## src/rtl/load_store_unit.sv

```systemverilog
// Load/store unit between an RV32I core and a single-ported word memory.
// Sub-word stores are done as read-modify-write so the memory only needs full-word writes.
module load_store_unit #(
  parameter int unsigned MEM_WORDS = 1024
) (
  input  logic        clk,
  input  logic        rst_n,
  // core side
  input  logic        req_valid,
  output logic        req_ready,
  input  logic        req_we,
  input  logic [2:0]  req_funct3,
  input  logic [31:0] req_addr,
  input  logic [31:0] req_wdata,
  output logic        resp_valid,
  output logic [31:0] resp_rdata,
  output logic        resp_err,
  // memory side
  output logic        mem_read,
  output logic        mem_write,
  output logic [31:0] mem_addr,
  output logic [31:0] mem_wdata,
  input  logic [31:0] mem_rdata
);

  localparam logic [2:0] F3_B  = 3'b000;
  localparam logic [2:0] F3_H  = 3'b001;
  localparam logic [2:0] F3_W  = 3'b010;
  localparam logic [2:0] F3_BU = 3'b100;
  localparam logic [2:0] F3_HU = 3'b101;
  localparam logic [31:0] MEM_WORDS_W = 32'(MEM_WORDS);

  typedef enum logic [2:0] {
    IDLE   = 3'd0,
    LOAD   = 3'd1,
    STORE  = 3'd2,
    RMW_RD = 3'd3,
    RMW_WR = 3'd4,
    RESP   = 3'd5
  } state_e;

  state_e      state_q, state_d;
  logic        we_q, we_d;
  logic [2:0]  funct3_q, funct3_d;
  logic [31:0] addr_q, addr_d;
  logic [31:0] wdata_q, wdata_d;
  logic        err_q, err_d;
  logic [31:0] rdata_q, rdata_d;
  logic [31:0] merge_q, merge_d;

  logic        rd_en, wr_en;
  logic [31:0] wr_word;
  logic        f3_legal, misaligned, out_of_range, dec_err;

  // Select the addressed byte/half (little-endian lanes) and extend to 32 bits.
  function automatic logic [31:0] load_extend(input logic [31:0] word,
                                              input logic [2:0]  f3,
                                              input logic [1:0]  off);
    logic [7:0]  b;
    logic [15:0] h;
    logic [31:0] r;
    b = word[{off, 3'b000} +: 8];
    h = off[1] ? word[31:16] : word[15:0];
    case (f3)
      F3_B:    r = {{24{b[7]}}, b};
      F3_H:    r = {{16{h[15]}}, h};
      F3_BU:   r = {24'h0, b};
      F3_HU:   r = {16'h0, h};
      default: r = word;
    endcase
    return r;
  endfunction

  function automatic logic [31:0] store_merge(input logic [31:0] word,
                                              input logic [15:0] wd,
                                              input logic        half,
                                              input logic [1:0]  off);
    logic [31:0] r;
    r = word;
    if (half) begin
      if (off[1]) r[31:16] = wd;
      else        r[15:0]  = wd;
    end else begin
      r[{off, 3'b000} +: 8] = wd[7:0];
    end
    return r;
  endfunction

  // Request decode works straight off the core inputs so errors skip memory entirely.
  always_comb begin
    if (req_we) f3_legal = req_funct3 inside {F3_B, F3_H, F3_W};
    else        f3_legal = req_funct3 inside {F3_B, F3_H, F3_W, F3_BU, F3_HU};
    misaligned   = ((req_funct3[1:0] == 2'b01) && req_addr[0]) ||
                   ((req_funct3[1:0] == 2'b10) && (req_addr[1:0] != 2'b00));
    out_of_range = {2'b00, req_addr[31:2]} >= MEM_WORDS_W;
    dec_err      = !f3_legal || misaligned || out_of_range;
  end

  // NOTE: every output of this block is given a default first, so no path leaves one unassigned and no latch is inferred.
  always_comb begin
    state_d  = state_q;
    we_d     = we_q;
    funct3_d = funct3_q;
    addr_d   = addr_q;
    wdata_d  = wdata_q;
    err_d    = err_q;
    rdata_d  = rdata_q;
    merge_d  = merge_q;
    rd_en    = 1'b0;
    wr_en    = 1'b0;
    wr_word  = 32'h0;

    case (state_q)
      IDLE: begin
        if (req_valid) begin
          we_d     = req_we;
          funct3_d = req_funct3;
          addr_d   = req_addr;
          wdata_d  = req_wdata;
          err_d    = dec_err;
          if (dec_err) begin
            rdata_d = 32'h0;
            state_d = RESP;
          end else if (!req_we) begin
            state_d = LOAD;
          end else if (req_funct3 == F3_W) begin
            state_d = STORE;
          end else begin
            state_d = RMW_RD;
          end
        end
      end
      LOAD: begin
        rd_en   = 1'b1;
        rdata_d = we_q ? 32'h0 : load_extend(mem_rdata, funct3_q, addr_q[1:0]);
        state_d = RESP;
      end
      STORE: begin
        wr_en   = 1'b1;
        wr_word = wdata_q;
        rdata_d = 32'h0;
        state_d = RESP;
      end
      RMW_RD: begin
        rd_en   = 1'b1;
        merge_d = store_merge(mem_rdata, wdata_q[15:0], funct3_q[0], addr_q[1:0]);
        state_d = RMW_WR;
      end
      RMW_WR: begin
        wr_en   = 1'b1;
        wr_word = merge_q;
        rdata_d = 32'h0;
        state_d = RESP;
      end
      RESP: begin
        state_d = IDLE;
      end
      default: state_d = IDLE;
    endcase
  end

  // NOTE: state uses non-blocking assignments so every register samples pre-edge values, independent of block order.
  always_ff @(posedge clk) begin
    if (!rst_n) begin
      state_q  <= IDLE;
      we_q     <= 1'b0;
      funct3_q <= 3'b000;
      addr_q   <= 32'h0;
      wdata_q  <= 32'h0;
      err_q    <= 1'b0;
      rdata_q  <= 32'h0;
      merge_q  <= 32'h0;
    end else begin
      state_q  <= state_d;
      we_q     <= we_d;
      funct3_q <= funct3_d;
      addr_q   <= addr_d;
      wdata_q  <= wdata_d;
      err_q    <= err_d;
      rdata_q  <= rdata_d;
      merge_q  <= merge_d;
    end
  end

  assign req_ready  = (state_q == IDLE);
  assign resp_valid = (state_q == RESP);
  assign resp_err   = resp_valid && err_q;
  assign resp_rdata = rdata_q;

  // Strobes are gated by rst_n directly so a reset edge can never commit a write.
  assign mem_read  = rd_en && rst_n;
  assign mem_write = wr_en && rst_n;
  assign mem_wdata = mem_write ? wr_word : 32'h0;
  assign mem_addr  = (state_q == IDLE) ? 32'h0 : {addr_q[31:2], 2'b00};

endmodule
```

## config.mk

```make
export PLATFORM = sky130hd
export DESIGN_NAME = load_store_unit
export DESIGN_NICKNAME = d
export VERILOG_FILES = /design/src/rtl/load_store_unit.sv
export SDC_FILE = /design/constraint.sdc
export NUM_CORES = 1
export LEC_CHECK = 0
export CAP_MARGIN = 20
export CORE_MARGIN = 3
export CORE_UTILIZATION = 30
export DETAILED_ROUTE_END_ITERATION = 10
export PLACE_DENSITY = 0.56
export SLEW_MARGIN = 20
export SYNTH_ARGS = -nofsm -noshare
export SYNTH_HDL_FRONTEND = slang
export SYNTH_SLANG_ARGS = --single-unit
```

## constraint.sdc

```tcl
create_clock -name clk -period 2.2 [get_ports clk]
set_input_delay 0.44 -clock clk [delete_from_list [all_inputs] [get_ports clk]]
set_output_delay 0.44 -clock clk [all_outputs]
set_load 0.05 [all_outputs]
```

# Yosys cells after proc, flatten, opt, wreduce, memory -nomap -nowiden
# Index checks and enable logic that the tools add are counted.
totals:
  word_cells: 71
  register_bits: 136
  output_inout_bits: 101
classes:
  magnitude_cmp: 1
  eq_ne: 16
  n_shift: 3
  n_addsub: 1
  reduce_logical: 21
  n_mux: 21
ops:
  columns: ["cell", "n"]
  rows:
  - ["$mux W32", 6]
  - ["$pmux W32 S4", 1]
  - ["$pmux W32 S3", 1]
  - ["$pmux W32 S2", 1]
  - ["$mux W16", 3]
  - ["$bwmux W32", 1]
  - ["$shift A8 B7 Y32 const A", 1]
  - ["$shiftx A32 B6 Y8", 1]
  - ["$shiftx A8 B7 Y32", 1]
  - ["$ge A30 B11 Y1 const B", 1]
  - ["$eq A3 B3 Y1 const B", 6]
  - ["$eq A3 B1 Y1 const B", 3]
  - ["$eq A3 B2 Y1 const B", 3]
  - ["$logic_not A3 Y1", 3]
  - ["$pmux W3 S3", 1]
  - ["$neg A5 Y7", 1]
  - ["$mux W3", 2]
  - ["$reduce_bool A3 Y1", 2]
  - ["$logic_and A1 B1 Y1", 5]
  - ["$reduce_bool A5 Y1", 1]
  - ["$mux W1", 4]
  - ["$reduce_or A2 Y1", 2]
  - ["$logic_or A1 B1 Y1", 3]
  - ["$reduce_and A3 Y1", 1]
  - ["other kinds (9)", 9]

# Depth between registers and ports, before layout
logic_depth:
  word_depth: 9
  depth_mapped: 9
  mapped_depth_nobuf: 6

# Least setup slack after synthesis
# Ideal clock, no wire load.
synth_path:
  path_type: "input-to-output"
  from: "in rst_n"
  to: "out mem_read"
  path_slack_ns: -0.409
  stages: 4
  path_buffers: 2
  t_arrival_ns: 2.169
  t_required_ns: 1.760
  path_cell_list: "buf_2 -> clkinv_1 -> buf_1 -> nor3b_1"
synth_between:
  elab_chain_cells: 1
synth_rtl:
  columns: ["item", "line_no", "text"]
  rows:
  - ["start: declaration", "7", "input logic rst_n,"]
  - ["$logic_and A1 B1 Y1", "191", "assign mem_read = rd_en && rst_n;"]
  - ["end: declaration", "19", "output logic mem_read,"]
# No other way between the ends.

# Worst setup path in the final report
layout_path:
  from: "reg state_q[2]"
  to: "out mem_wdata[8]"
layout_between:
  elab_chain_cells: 5
  elab_cells_between_ends: 7
  cone_classes: "eq/ne (2); mux (3); reduce/logical (2)"
layout_rtl:
  columns: ["item", "line_no", "text"]
  rows:
  - ["start: declaration", "42", "state_e state_q, state_d;"]
  - ["start signal: assignment", "174", "state_q <= state_d;"]
  - ["$eq A3 B3 Y1 / $eq A3 B2 Y1 (equally long branches)", "113", "case (state_q)"]
  - ["$reduce_or A2 Y1 (no source line)", null, null]
  - ["$mux W1", "113", null]
  - ["$logic_and A1 B1 Y1", "192", "assign mem_write = wr_en && rst_n;"]
  - ["$mux W32 (*)", "193", "assign mem_wdata = mem_write ? wr_word : 32'h0;"]
  - ["end: declaration", "22", "output logic [31:0] mem_wdata,"]
# Every way passes the cells marked *; elsewhere a longest branch is shown, timed or not.

==> flow_summary.json <==
{
  "status": "complete, but fails checks",
  "violations": "negative setup slack",
  "grt_max_degree": 66,
  "grt_pass1_vias": 6704,
  "required_ns": 1.76,
  "areaGrowthSynthToFinish_pct": 62.4,
  "antenna_cells": 0,
  "fin_crit_ns": 2.27,
  "tns_ns": -0.533,
  "synth-seq-cells": 136,
  "hold_depth": 2,
  "drtIter0Drc": 472,
  "fmax_ghz": 0.441,
  "fill_cells": 2074,
  "path_class": "reg -> out",
  "std_cell_rows": 54,
  "clk-insertion-delay-late_ns": 0.41,
  "antenna_found_initial": 0,
  "place.gp.congestion": 0.886,
  "yosysWarnings": 0,
  "drc": 0,
  "post_drt_via_cell_ratio": 5.27,
  "min_from": "addr_q[5]",
  "synth_edf_count": 0,
  "cts_made_buffers": 17,
  "io_pins": 204,
  "worst_slew_pin_slew_ns": 0.575,
  "end_kind": "output port",
  "worst_hold_slack_ns": 0.448,
  "ys_async_sr_fraction": 0,
  "netlist_instances": 829,
  "worstPathMaxFanout": 6,
  "drive_above_1_share": 0.257,
  "postSynthAreaPerCell_um2": 8.09,
  "place_area_um2": 9890,
  "power_density_nw_per_um2": 636,
  "rsz0062_at_grt": "yes",
  "wire_per_inst_um": 19.4,
  "maxSlewViolCount": 0,
  "fin_cells": 1329,
  "drt_first_pass_iters": 5,
  "layout_worst_path_cycle_share": 1.03,
  "cts_tree": "done",
  "die-area_um2": 24200,
  "grt_use_total": 0.201,
  "core-area_um2": 21900,
  "final_nets": 1145,
  "postCtsHoldBufs": 0,
  "cts_root_buffer": "clkbuf_16",
  "synth.distinct_cells": 60,
  "dpl.hpwl_um": 18000,
  "hold_violations": 0,
  "timing.rr.end": "merge_q[30]",
  "final_antenna_net_count": 0,
  "dr_total_vias": 7007,
  "peakVddDrop_mv": 0.500,
  "hp-class": "reg -> reg",
  "fin_ws_ns": -0.0676,
  "startpoint_type": "flop",
  "clk_path_buf_depth": 2,
  "grt_first_pass_wirelength_um": 38600,
  "final_area_um2": 10900,
  "synthFlopType": "dfxtp_1",
  "relSlewSlack": 0.606,
  "htree_levels": 4,
  "arrival_ns": 1.83,
  "initial_core_util": 0.307,
  "synth_seq_area_share": 0.406,
  "min_to": "addr_q[5]",
  "clock_sinks": 136,
  "wl_um": 25800,
  "p_leak_nw": 3.80,
  "die_h_um": 156,
  "max_cap_viol_count": 0,
  "clock_skew_ns": 0.00972,
  "r2r_cells": 7,
  "fin_total_pwr_mw": 6.93,
  "clkTransAtPathRegs_ns": 0.06,
  "dp.cells": 1285,
  "setup_viol": 18,
  "reg2reg_from": "addr_q[1]",
  "r2r_slack_ns": 0.24,
  "port_buffers": 201,
  "grt_overflow": 0,
  "netlist_area_um2": 6710,
  "dieWidth_um": 156
}
-- through the flow --
stage / util / worst slack, ns
floorplan: - / -0.180
global placement: 0.452 / -0.0184
detailed placement: 0.452 / -0.0498
CTS: 0.482 / -0.0650
global route: 0.498 / -0.126
finish: 0.498 / -0.0676
-- flip-flops by register name, summed over array words and instances, names as in the netlist --
name        count
funct3_q        3
wdata_q        32
merge_q        32
err_q           1
state_q         3
resp_rdata     32
we_q            1
addr_q         32
-- cell usage in the layout (no fill, tap or decap), types with 13 or more instances in the layout --
master             n
o21ai_0           34
dfxtp_1          132
nor2b_2           29
buf_12            69
nor2_1            27
buf_4             45
clkbuf_16         26
nor2_2            32
nand2_1          172
a21oi_1           74
clkdlybuf4s50_1  134
mux2i_1           29
o22ai_1           32
a221oi_1          30
a22oi_1           13
a22oi_2           19
a31o_2            15
a211oi_1          17
-- report_power, final --
part | switching, mW | total [mW] | internal (mW)
clock | 1.06 | 2.64 | 1.58
sequential | 0.0985 | 2.69 | 2.59
combinational | 0.912 | 1.60 | 0.688
-- critical path: stages, from the launching register on --
cell       delay [ns]
dfxtp_4          0.38
nor3b_4          0.24
buf_6            0.19
clkbuf_16        0.17
a22oi_2          0.10
nor2_2           0.18
buf_12           0.15
-- routing by layer --
layer / track usage / part of all wire
met1: 0.287 / 0.46
met2: 0.309 / 0.46
met3: 0.0377 / 0.071
met4: 0.0609 / 0.016
met5: 0 / 0
-- cell usage after synthesis (10+ instances only) --
cell type    n  share of area
buf_4       10          0.011
mux2i_1     29          0.043
a21oi_1     74          0.055
buf_2       20          0.015
nor2b_1     30          0.028
a22oi_1     32          0.036
o21ai_0     34          0.025
o22ai_1     32          0.030
a31o_2      15          0.020
a221oi_1    30          0.039
a211oi_1    17          0.019
nand2_1    173          0.097
nor2_1      58          0.032
clkbuf_1    39          0.022
dfxtp_1    136           0.41
-- kinds of logic (layout without fill, tap and decap cells) --
family          count (synthesis)  in the layout  share of synthesized area
compound gates                275            275                      0.280
fa+ha+maj                       5              5                    0.00932
buf+inv                        86            305                     0.0610
flops                         136            136                      0.406
mux                            30             30                     0.0466
other cells                     1              2                   0.000559
simple gates                  296            296                      0.197
-- cell type report --
| type | instances | area, um2 | share of cell area |
|---|---|---|---|
| multi-input cells | 608 | 3860 | 0.355 |
| repair buffers | 263 | 3370 | 0.309 |
| flip-flops and latches | 136 | 2740 | 0.251 |
| clock buffers | 24 | 462 | 0.0424 |
| well taps | 280 | 350 | 0.0322 |
| clock inverters | 7 | 72.6 | 0.00666 |
| inverters | 11 | 42.5 | 0.00390 |
-- repair_timing --
action                     4_1_cts  5_1_grt
setup endpoints to repair       63       60
pin swaps                        5       31
buffers inserted                 4        3
resized for setup               18       71
gates cloned                     2        5
-- worst max-delay path by stage --
stage                           endpoint  slack [ns]         start
final                       mem_wdata[8]       -0.07    state_q[2]
after global routing       mem_wdata[29]       -0.13    state_q[2]
after CTS                   mem_wdata[5]       -0.07    state_q[2]
after floorplan            mem_wdata[25]       -0.18    state_q[2]
after detailed placement  resp_rdata[29]       -0.05  req_addr[14]
after global placement    resp_rdata[20]       -0.02  req_addr[14]
Power figures use the tool's default switching activity.
